--- src/rtl/mod_desplazador_pkg.sv ---
// rtl/mod_desplazador_pkg.sv - shared operation and state encodings for the sequential shifter
package mod_desplazador_pkg;

    typedef enum logic [1:0] {
        MODE_SRL = 2'b00,
        MODE_SLL = 2'b01,
        MODE_SRA = 2'b10,
        MODE_ROR = 2'b11
    } mode_e;

    typedef enum logic [1:0] {
        ST_IDLE  = 2'b00,
        ST_SHIFT = 2'b01,
        ST_FIN   = 2'b10
    } state_e;

endpackage

--- src/rtl/mod_desplazador_secuencial_if.sv ---
// rtl/mod_desplazador_secuencial_if.sv - request/result bundle between requester and shifter
interface mod_desplazador_secuencial_if #(
    parameter int WIDTH = 6
);
    localparam int AMT_W = $clog2(WIDTH);

    logic             START;
    logic [1:0]       MODE;
    logic [WIDTH-1:0] A;
    logic [AMT_W-1:0] SHAMT;
    logic [WIDTH-1:0] Y;
    logic             C;
    logic             BUSY;
    logic             DONE;

    modport master (
        output START, MODE, A, SHAMT,
        input  Y, C, BUSY, DONE
    );

    modport slave (
        input  START, MODE, A, SHAMT,
        output Y, C, BUSY, DONE
    );

endinterface

--- src/rtl/mod_desplazador_paso.sv ---
// rtl/mod_desplazador_paso.sv - one single-bit shift/rotate step, purely combinational
module mod_desplazador_paso
    import mod_desplazador_pkg::*;
#(
    parameter int WIDTH = 6
) (
    input  mode_e            mode,
    input  logic [WIDTH-1:0] din,
    output logic [WIDTH-1:0] dout,
    output logic             ejected
);

    always_comb begin
        dout    = din;
        ejected = 1'b0;
        case (mode)
            MODE_SRL: begin
                dout    = {1'b0, din[WIDTH-1:1]};
                ejected = din[0];
            end
            MODE_SLL: begin
                dout    = {din[WIDTH-2:0], 1'b0};
                ejected = din[WIDTH-1];
            end
            MODE_SRA: begin
                dout    = {din[WIDTH-1], din[WIDTH-1:1]};
                ejected = din[0];
            end
            MODE_ROR: begin
                dout    = {din[0], din[WIDTH-1:1]};
                ejected = din[0];
            end
            default: begin
                dout    = din;
                ejected = 1'b0;
            end
        endcase
    end

endmodule

--- src/rtl/mod_desplazador_secuencial.sv ---
// rtl/mod_desplazador_secuencial.sv - multi-cycle shifter, one bit per clock, SHAMT+1 cycle latency
module mod_desplazador_secuencial
    import mod_desplazador_pkg::*;
#(
    parameter int WIDTH = 6
) (
    input  logic CLK,
    input  logic RST_N,
    mod_desplazador_secuencial_if.slave bus
);

    localparam int AMT_W = $clog2(WIDTH);

    state_e           state_q, state_d;
    mode_e            mode_q, mode_d;
    logic [AMT_W-1:0] cnt_q, cnt_d;
    logic [WIDTH-1:0] work_q, work_d;
    logic             cw_q, cw_d;
    logic [WIDTH-1:0] y_q, y_d;
    logic             c_q, c_d;

    logic [WIDTH-1:0] step_val;
    logic             step_ej;

    mod_desplazador_paso #(.WIDTH(WIDTH)) u_paso (
        .mode    (mode_q),
        .din     (work_q),
        .dout    (step_val),
        .ejected (step_ej)
    );

    always_ff @(posedge CLK or negedge RST_N) begin
        if (!RST_N) begin
            state_q <= ST_IDLE;
            mode_q  <= MODE_SRL;
            cnt_q   <= '0;
            work_q  <= '0;
            cw_q    <= 1'b0;
            y_q     <= '0;
            c_q     <= 1'b0;
        end else begin
            state_q <= state_d;
            mode_q  <= mode_d;
            cnt_q   <= cnt_d;
            work_q  <= work_d;
            cw_q    <= cw_d;
            y_q     <= y_d;
            c_q     <= c_d;
        end
    end

    // The running carry lives in cw_q so the visible C only changes at completion.
    always_comb begin
        state_d = state_q;
        mode_d  = mode_q;
        cnt_d   = cnt_q;
        work_d  = work_q;
        cw_d    = cw_q;
        y_d     = y_q;
        c_d     = c_q;
        case (state_q)
            ST_IDLE: begin
                if (bus.START) begin
                    work_d  = bus.A;
                    cnt_d   = bus.SHAMT;
                    mode_d  = mode_e'(bus.MODE);
                    cw_d    = 1'b0;
                    state_d = ST_SHIFT;
                end
            end
            ST_SHIFT: begin
                if (cnt_q != '0) begin
                    work_d = step_val;
                    cw_d   = step_ej;
                    cnt_d  = cnt_q - AMT_W'(1);
                end else begin
                    y_d     = work_q;
                    c_d     = cw_q;
                    state_d = ST_FIN;
                end
            end
            ST_FIN: begin
                state_d = ST_IDLE;
            end
            default: begin
                state_d = ST_IDLE;
            end
        endcase
    end

    assign bus.Y    = y_q;
    assign bus.C    = c_q;
    assign bus.BUSY = (state_q != ST_IDLE);
    assign bus.DONE = (state_q == ST_FIN);

endmodule

--- src/flat_wrapper.sv ---
// flat-port wrapper written by rule: the top's interface ports become plain ports
module mod_desplazador_secuencial_flat import mod_desplazador_pkg::*;
#(
    parameter int WIDTH = 6
)
  (CLK, RST_N, bus_START, bus_MODE, bus_A, bus_SHAMT, bus_Y, bus_C, bus_BUSY, bus_DONE);
  mod_desplazador_secuencial_if #(.WIDTH(WIDTH)) bus_i ();
  input  logic CLK;
  input  logic RST_N;
  input wire logic [$bits(bus_i.START)-1:0] bus_START;
  input wire logic [$bits(bus_i.MODE)-1:0] bus_MODE;
  input wire logic [$bits(bus_i.A)-1:0] bus_A;
  input wire logic [$bits(bus_i.SHAMT)-1:0] bus_SHAMT;
  output wire logic [$bits(bus_i.Y)-1:0] bus_Y;
  output wire logic [$bits(bus_i.C)-1:0] bus_C;
  output wire logic [$bits(bus_i.BUSY)-1:0] bus_BUSY;
  output wire logic [$bits(bus_i.DONE)-1:0] bus_DONE;
  assign bus_i.START = bus_START;
  assign bus_i.MODE = bus_MODE;
  assign bus_i.A = bus_A;
  assign bus_i.SHAMT = bus_SHAMT;
  assign bus_Y = bus_i.Y;
  assign bus_C = bus_i.C;
  assign bus_BUSY = bus_i.BUSY;
  assign bus_DONE = bus_i.DONE;
  mod_desplazador_secuencial #(.WIDTH(WIDTH)) u_core (.CLK(CLK), .RST_N(RST_N), .bus(bus_i));
endmodule
--- config.mk ---
export PLATFORM = sky130hd
export DESIGN_NAME = mod_desplazador_secuencial_flat
export DESIGN_NICKNAME = d
export VERILOG_FILES = /design/src/rtl/mod_desplazador_pkg.sv /design/src/rtl/mod_desplazador_secuencial_if.sv /design/src/rtl/mod_desplazador_paso.sv /design/src/rtl/mod_desplazador_secuencial.sv /design/src/flat_wrapper.sv
export SDC_FILE = /design/constraint.sdc
export NUM_CORES = 1
export LEC_CHECK = 0
export CAP_MARGIN = 0
export CORE_MARGIN = 5
export CORE_UTILIZATION = 44
export CTS_BUF_LIST = sky130_fd_sc_hd__clkbuf_16
export DETAILED_ROUTE_END_ITERATION = 10
export PLACE_DENSITY = 0.8
export SETUP_SLACK_MARGIN = 0.4
export SLEW_MARGIN = 10
export SYNTH_ARGS = -nofsm -noshare
export SYNTH_HDL_FRONTEND = slang
export SYNTH_SLANG_ARGS = --single-unit
--- constraint.sdc ---
create_clock -name CLK -period 1.6 [get_ports CLK]
set_clock_uncertainty 0.1 [all_clocks]
set_input_delay 0.4 -clock CLK [delete_from_list [all_inputs] [get_ports CLK]]
set_output_delay 0.4 -clock CLK [all_outputs]
set_load 0.02 [all_outputs]
==> summary.txt <==
Detailed routing
  – Wirelength per Cell: 19.1 microns
  – Starting DRT DRC Count: 41
  – Vias: 964
  – Vias/cell: around 5.7
  – Post-DRT Antenna Nets: 0
  – WL final: ~3.2 mm
  – Initial DRT Pass Iterations: 4
  – Post-route DRC: 0

Global route
  – Gr ovfl total: 0
  – Initial antenna violation count: 0
  – Largest net degree at the start of global routing: 22
  – Vias in the first global route: 962
  – First-pass GRT wire length: 4.62 mm
  – Tot GR Track Use: 0.171

Setup path
  – Worst Setup EP: bus_BUSY
  – Reg2reg end: u_core.bus.Y[4]
  – Maximum fanout along the worst path: 3
  – R2R Setup Slk: 0.02 ns
  – Startpoint type of the worst setup path: flip-flop
  – WP data required: 1.10 ns
  – Reg-to-Reg Start: u_core.state_q[1]
  – Worst Setup SP: u_core.state_q[1]
  – WS Path Type: flip-flop to primary output
  – CP Capture Type: primary output
  – Logic depth of the worst register-to-register path: 5
  – WP data arrival: 1.08 ns

Clock tree
  – H-tree levels: 1
  – CTS tree: yes
  – Root buffer cell: clkbuf_16
  – Clk buf depth: 2
  – CTS Sinks: 21
  – CTS clk-pin slew, worst paths: 0.06 ns
  – Clk Latency, worst-skew pair: 0.26 ns
  – CTS Buf Count: 3

Timing
  – Final min period: 1.58 ns
  – Unrepaired setup endpoints after global routing: yes
  – F_max: 0.632 GHz
  – Final Worst Setup Slack: 0.0175 ns
  – Slew @ Worst Pin: 0.405 ns
  – Final Hold Viols: 0
  – Worst slew margin: 0.729
  – Setup Viol. Count Final: 0
  – Period utilization: 0.989
  – Final Max Slew Viols: 0

Final layout
  – Fill cells: ~140
  – Final instance area: 1860 sq um
  – Layout area overhead: 69.5%
  – Nets: 157
  – Share of cells above drive strength 1: 0.557
  – Register Area: 526 sq um
  – Final core utilization: 0.763
  – Multi-input gate area in the final layout: about 750 sq um
  – Post-Layout Cell Count: 170
  – Antenna cells: 0

Outcome
  – Status: completed

Power
  – Internal Power: 2.91 mW
  – Pleak: around 0.82 nW
  – Reg power frac: 0.230
  – Worst IR Drop VDD: ~0.0016 V
  – PwrDens: 2600 nW/um^2
  – Switch share: 0.395
  – Pwr Total: 4.82 mW
  – Comb pwr share: 0.661
  – Clock power frac: 0.109
  – Switching power: about 1.9 mW

Yosys
  – Post-Syn Area: ~1100 sq um
  – Commonest register cell after synthesis: dfrtp_1
  – Register area share after synthesis: 0.480
  – FFs w/ async S/R, synth: 1.00
  – Synth cell types: 35
  – Synth Register Bits: 21
  – Mean Syn Cell Area: 11.5 sq um
  – EDFF count, synth: 0
  – Post-Syn Instances: 95
  – Syn Nets: 111
  – Synth warn: 0

Worst hold path
  – Hold WC Path Type: input port to async pin

Floorplanning
  – I/O pin total: 23
  – Die height: 59.9 microns
  – Die width: 59.9 microns
  – Cell Rows: 18
  – Die footprint: 3590 sq um
  – Starting Density: 0.450
  – Core area: 2430 sq um

Placed design
  – Global placer's final weighted congestion: 0.827
  – Hpwl dp: 1.92 mm
  – DP Area: 1500 sq um
  – DP Cell Count: 155
  – Minimum setup slack after placement: -0.212 ns
  – # port buffers: 22

Flow run
  – Max Cap Viol: 0
## synth_stat cells (2+ instances only)
master	number	area, sq um
a211oi_1	5	37.5
a21oi_1	3	15.0
and3b_1	5	43.8
and4bb_2	2	25.0
dfrtp_1	21	526
ha_1	2	25.0
inv_1	4	15.0
mux2_2	10	113
mux2i_1	2	20.0
nor2_1	5	18.8
o211ai_1	2	15.0
o21ai_0	7	35.0
o31ai_1	5	37.5
## critical path, stage by stage (launching register included)
cell	delay [ns]
dfrtp_1	0.41
or2_4	0.28
buf_6	0.13
## cell type report
class | instances | share of cell area
timing repair buffer | 44 | 0.241
multi-input combinational | 67 | 0.403
inverter | 4 | 0.0108
clock inverter | 1 | 0.00202
sequential | 21 | 0.283
tap | 30 | 0.0202
clock buffer | 3 | 0.0405
## metal layers
layer | wire, microns | up-vias | track usage
met5 | 0 | - | 0
met4 | 21 | 0 | 0.0411
met3 | 160 | 5 | 0.0259
met2 | 1620 | 34 | 0.273
met1 | 1450 | 481 | 0.243
li1 | - | 444 | -
## placed cells by master, fill, tap and decap left out, types with 2 or more instances in the layout
cell type and instances:
o21ai_2 5, nor2_1 4, o211ai_1 2, clkdlybuf4s50_1 12, o31ai_4 4, a211oi_2 3, mux2_4 10, dfrtp_1 21
mux2i_1 2, buf_4 13, inv_1 2, inv_2 2, clkbuf_16 3, o21ai_1 2, and4bb_2 2, and3b_1 4
buf_6 16, a21oi_1 2, buf_12 2
## registers in the layout (all words and copies together) (netlist names)
signal          count
u_core.bus.C        1
u_core.work_q       6
u_core.state_q      2
u_core.mode_q       2
u_core.cw_q         1
u_core.cnt_q        3
u_core.bus.Y        6
## per-stage QoR
stage / hold WS (ns) / setup TNS, ns
after floorplan: 0.00441 / 0
after global placement: 0.389 / -1.14
after detailed placement: 0.403 / -1.63
after CTS: 0.402 / 0
after global routing: 0.430 / -0.0647
final: 0.384 / 0
## worst min-delay path by stage
stage | end | slack, ns | cells after the start
floorplan | u_core.bus.C | 0.004 | 0
global placement | u_core.bus.Y[0] | 0.39 | 1
detailed placement | u_core.bus.C | 0.40 | 1
CTS | u_core.bus.Y[0] | 0.40 | 2
global route | u_core.state_q[1] | 0.43 | 2
finish | u_core.state_q[1] | 0.38 | 2
## power by group through the flow
| stage | Sequential, mW | Combinational, mW | Clock, mW |
|---|---|---|---|
| 2_1_floorplan | 1.11 | 1.31 | 0 |
| 3_3_place_gp | 1.03 | 2.10 | 0 |
| 3_5_place_dp | 1.05 | 2.18 | 0 |
| 4_1_cts | 1.07 | 2.52 | 0.531 |
| 5_1_grt | 1.14 | 3.38 | 0.542 |
| 6_report | 1.11 | 3.18 | 0.527 |
## cell families after synthesis
family | after synthesis | synth area share
buffers and inverters | 7 | 0.0286
adder cells (fa/ha/maj) | 2 | 0.0229
multiplexers | 12 | 0.121
AO/OA/AOI/OAI | 28 | 0.174
AND/OR/NAND/NOR | 25 | 0.174
flip-flops | 21 | 0.480
## timing repair
item / in CTS / in global routing
endpoints found under the setup margin: 30 / 30
hold buffers: 0 / 0
pin swaps: 4 / 6
resized for setup: 72 / 25
setup buffers: 5 / 6
Note: power is estimated with default switching activity, not from simulation.
